`src/rtl/shift_arbiter.sv`:
```
// shift_arbiter: round-robin (or fixed-priority with SHIFT_ARB_FIXED_PRIO_EN) sharing of one
// 16-bit shifter between NUM_REQ valid/ready requesters, with a single registered result stage.
`default_nettype none

// ============================================================================
//  Module   : shift_arbiter_shifter
//  Purpose  : 16-bit rotl/shl/sra/srl shifter datapath (combinational)
//  Revision : 1.0
// ============================================================================
module shift_arbiter_shifter (
  input  logic [15:0] data_i,
  input  logic [3:0]  cnt_i,
  input  logic [1:0]  op_i,
  output logic [15:0] data_o
);

  logic [31:0] dbl;

  always_comb begin
    // Rotate-left is the upper half of the operand shifted as a doubled word.
    dbl = {data_i, data_i} << cnt_i;
    unique case (op_i)
      2'b00:   data_o = dbl[31:16];
      2'b01:   data_o = data_i << cnt_i;
      2'b10:   data_o = $signed(data_i) >>> cnt_i;
      default: data_o = data_i >> cnt_i;
    endcase
  end

endmodule

// ============================================================================
//  Module   : shift_arbiter
//  Purpose  : Arbitrates NUM_REQ requesters onto the shared shifter, one
//             registered result stage. Optional macro: SHIFT_ARB_FIXED_PRIO_EN
//  Revision : 1.0
// ============================================================================
module shift_arbiter #(
  parameter int NUM_REQ = 2,
  parameter int ID_W    = (NUM_REQ > 2) ? 2 : 1
) (
  input  logic                  clk,
  input  logic                  rst,
  input  logic [NUM_REQ-1:0]    req_valid,
  output logic [NUM_REQ-1:0]    req_ready,
  input  logic [16*NUM_REQ-1:0] req_in,
  input  logic [4*NUM_REQ-1:0]  req_cnt,
  input  logic [2*NUM_REQ-1:0]  req_op,
  output logic                  out_valid,
  input  logic                  out_ready,
  output logic [ID_W-1:0]       out_id,
  output logic [15:0]           out_data
);

  if ((NUM_REQ < 2) || (NUM_REQ > 4)) begin : g_bad_num_req
    $error("shift_arbiter: NUM_REQ must be in 2..4");
  end

  logic              out_valid_q, out_valid_d;
  logic [ID_W-1:0]   out_id_q,    out_id_d;
  logic [15:0]       out_data_q,  out_data_d;
  logic [ID_W-1:0]   winner;
  logic              found;
  logic              accept;
  logic              handshake;
  logic [15:0]       shift_res;

`ifdef SHIFT_ARB_FIXED_PRIO_EN
  // Descending scan so the lowest valid index is the last one written.
  always_comb begin
    found  = 1'b0;
    winner = '0;
    for (int i = NUM_REQ - 1; i >= 0; i--) begin
      if (req_valid[i]) begin
        found  = 1'b1;
        winner = ID_W'(i);
      end
    end
  end
`else
  logic [ID_W-1:0] ptr_q, ptr_d;
  logic [ID_W-1:0] cand;

  always_comb begin
    found  = 1'b0;
    winner = '0;
    cand   = '0;
    for (int k = 1; k <= NUM_REQ; k++) begin
      cand = ID_W'((32'(ptr_q) + 32'(k)) % NUM_REQ);
      if (!found && req_valid[cand]) begin
        found  = 1'b1;
        winner = cand;
      end
    end
  end

  assign ptr_d = handshake ? winner : ptr_q;

  always_ff @(posedge clk) begin
    if (rst) begin
      ptr_q <= ID_W'(NUM_REQ - 1);
    end else begin
      ptr_q <= ptr_d;
    end
  end
`endif

  assign accept    = !out_valid_q || out_ready;
  assign handshake = accept && found && !rst;
  assign req_ready = handshake ? (NUM_REQ'(1) << winner) : '0;

  shift_arbiter_shifter u_shifter (
    .data_i (req_in[16*winner +: 16]),
    .cnt_i  (req_cnt[4*winner +: 4]),
    .op_i   (req_op[2*winner +: 2]),
    .data_o (shift_res)
  );

  always_comb begin
    out_valid_d = out_valid_q;
    out_id_d    = out_id_q;
    out_data_d  = out_data_q;
    if (handshake) begin
      out_valid_d = 1'b1;
      out_id_d    = winner;
      out_data_d  = shift_res;
    end else if (out_ready) begin
      out_valid_d = 1'b0;
    end
  end

  always_ff @(posedge clk) begin
    if (rst) begin
      out_valid_q <= 1'b0;
      out_id_q    <= '0;
      out_data_q  <= 16'h0000;
    end else begin
      out_valid_q <= out_valid_d;
      out_id_q    <= out_id_d;
      out_data_q  <= out_data_d;
    end
  end

  assign out_valid = out_valid_q;
  assign out_id    = out_id_q;
  assign out_data  = out_data_q;

endmodule

`default_nettype wire

```
`config.mk`:
```
export PLATFORM = sky130hd
export DESIGN_NAME = shift_arbiter
export DESIGN_NICKNAME = d
export VERILOG_FILES = /design/src/rtl/shift_arbiter.sv
export SDC_FILE = /design/constraint.sdc
export NUM_CORES = 1
export LEC_CHECK = 0
export ABC_CLOCK_PERIOD_IN_PS = 3100
export CELL_PAD_IN_SITES_DETAIL_PLACEMENT = 2
export CELL_PAD_IN_SITES_GLOBAL_PLACEMENT = 2
export CORE_MARGIN = 2
export CORE_UTILIZATION = 35
export CTS_BUF_LIST = sky130_fd_sc_hd__clkbuf_16
export DETAILED_ROUTE_END_ITERATION = 6
export HOLD_SLACK_MARGIN = 0.06
export PLACE_DENSITY_LB_ADDON = 0.1
export SLEW_MARGIN = 15
export SYNTH_ARGS = -nofsm -noshare
export SYNTH_HDL_FRONTEND = slang
export SYNTH_SLANG_ARGS = --single-unit
```
`constraint.sdc`:
```
create_clock -name clk -period 3.1 [get_ports clk]
set_input_delay 0.31 -clock clk [delete_from_list [all_inputs] [get_ports clk]]
set_output_delay 0.31 -clock clk [all_outputs]
set_load 0.02 [all_outputs]
```
==> metrics.yaml <==
yosys:
  synth_area_leader_cell: "mux2i_1"
  synth.most_common_cell: "mux2i_1"
  ys_async_sr_fraction_pct: 0
  synth_adder_area_share_pct: 0
  synth-compound-area-share_pct: 28.4
  synth_edf_count: 0
  synth_cells: 561
  yosys.area_share.simple_pct: 21.6
  yosys.area_share.xor_xnor_pct: 0
  muxShareOfSynthArea_pct: 32.9
  synth_top_cell_area_share_pct: 19.8
  seq_area_frac_synth_pct: 8.85
  yosys_warnings: 0
  synth_top_cells_by_count: "mux2i_1, nor2_1, nand2_1, a21oi_1, o21ai_0"
  ys_ff_latch: 19
  synth_cell_types: 74
  syn_area_sq_um: 4300
  yosys-top-cells-area: "mux2i_1, dfxtp_1, nor2_1, nand2_1, mux2_2"
  synth_fp_nets: 610
  syn_area_per_cell_sq_um: 7.66
  synth_top_family_by_area: "multiplexers"
  ys.flop_type: "dfxtp_1"
placed_design:
  port_buffers: 68
  place_inst: 792
  place_ws_ps: 20.7
  place_hpwl_mm: 17.7
  finalWeightedCongestion: 0.963
worst_hold_path:
  hold_depth: 2
  hold_class: "reg -> reg"
  worstHoldStart: "out_data[15]$_SDFFE_PP0P_"
drt:
  firstDrtPassIters: 5
  dr_total_vias: 5175
  drc_errors: 0
  wl_mm: 22.1
  wire_per_inst_um: 27.8
  viasPerCell: 6.50
  drtIter0Drc: 349
  ant_nets: 0
floorplan:
  core_sq_um: 12000
  std_cell_rows: 40
  ios: 69
  dieHeight_um: 115
  initial_core_util_pct: 35.8
  fp.dieArea_sq_um: 13200
  fp.dieW_um: 115
timing:
  clock_skew_ps: 4.01
  period_share_pct: 91.6
  hold_ws_ps: 465
  layout_min_cycle_time_ps: 2840
  setup_tns_ps: 0
  slew_headroom_pct: 62.3
  rsz0062_at_grt: "false"
  max_freq_mhz: 352
  fin_ws_ps: 262
  worstMarginPinSlew_ps: 549
  final-hold-violation-count: 0
  setup_viol: 0
  slew_violations: 0
setup_path:
  crit_required_ps: 3290
  worst-path-max-fanout: 31
  crit_arrival_ps: 3030
  cp-start-kind: "primary input"
  reg2reg_depth: 8
  crit_start: "req_valid[1]"
  end_kind: "flop"
  critPathKind: "in -> reg"
  r2r-start: "ptr_q$_SDFFE_PP1P_"
cts:
  cts_htree_levels: 1
  cts-hold-fix-buffers: 0
  cts_buffer_depth: 2
  clock-root-buffer: "clkbuf_16"
  cts_sinks: 19
  post_cts_buffers: 0
  cts_made_buffers: 3
  clkSlewWorstSetupHoldPaths_ps: 60
  insertion_delay_ps: 260
  cts_tree: "yes"
  cts_resized: 0
grt:
  antenna_found_initial: 0
  grt_pass1_vias: 5597
  grt_max_degree: 36
  track_usage_pct: 34.2
  grt_pass1_wl_mm: 34.1
  grt_remaining_overflow: 0
run:
  cap_violations: 0
final_layout:
  drive_gt1_share_pct: 18.8
  diodes: 0
  num-nets-final: 699
  area_growth_pct: 27.0
  final-instance-count-excl-fill: 796
power:
  power.leakage_nw: 2.26
  total_power_mw: 1.79
  power.density_nw_per_um2: 327
  ir_drop_mv: 0.166
run_status:
  status: "finished clean"
-- metal layers --
metal	wire, um	track usage [%]	vias up
li1	-	-	2339
met1	9850	46.3	2619
met2	10300	55.7	173
met3	1310	6.59	44
met4	665	9.24	0
met5	0	0	-
-- through the flow --
step	cell area, sq um	util, %
after floorplan	4300	-
after global placement	5380	44.8
after detailed placement	5380	44.8
after CTS	5460	45.4
after global routing	5460	45.4
final	5460	45.4
-- sequential cells by signal, indices dropped and copies added (netlist names) --
signal	cells
ptr_q	1
out_id	1
out_valid	1
out_data	16
-- area by class of cell --
| cell class | count | area (sq um) |
|---|---|---|
| well taps | 147 | 184 |
| multi-input cells | 488 | 3570 |
| clock buffers | 3 | 75.1 |
| flip-flops and latches | 19 | 380 |
| clock inverters | 1 | 5.00 |
| fillers | 1403 | 6550 |
| repair buffers | 132 | 1230 |
| inverters | 6 | 22.5 |
-- worst paths after layout --
path | end | slack, ps
setup / recovery | out_data[3]$_SDFFE_PP0P_ | 260
hold / removal | out_data[15]$_SDFFE_PP0P_ | 460
setup reg to reg | out_data[3]$_SDFFE_PP0P_ | 540
hold reg to reg | out_data[15]$_SDFFE_PP0P_ | 460
-- worst max-delay path, stage by stage --
cell	delay (ps)
clkdlybuf4s50_1	540
a21boi_4	310
buf_12	250
mux2i_1	450
mux2i_1	190
mux2_2	320
o311ai_0	350
nor4_1	90
o22ai_1	170
-- kinds of logic (layout without fill, tap and decap cells) --
family	after synthesis	count (layout)
buffers and inverters	54	142
DFF	19	19
muxes	122	122
AOI/OAI and AO/OA	168	168
and+or+nand+nor	198	198
-- layout by cell type (no fill, tap or decap), types with 7 or more instances in the layout --
cell type / count
nand2b_1: 7
a21oi_1: 30
nor2_1: 59
o211ai_1: 10
mux2i_1: 85
nor3_1: 17
nor2b_1: 7
o21ai_0: 27
buf_4: 58
dfxtp_1: 19
nor4_1: 8
a211oi_1: 10
and3_1: 7
nand2_1: 56
mux2_2: 18
a31oi_1: 12
clkdlybuf4s50_1: 66
nand3_1: 19
o22ai_1: 7
-- power by group --
group	internal (mW)	switching, mW	total (mW)
sequential	0.275	0.0224	0.297
clock	0.174	0.113	0.287
combinational	0.494	0.710	1.20
total	0.942	0.845	1.79
(Power assumes the default switching activity.)
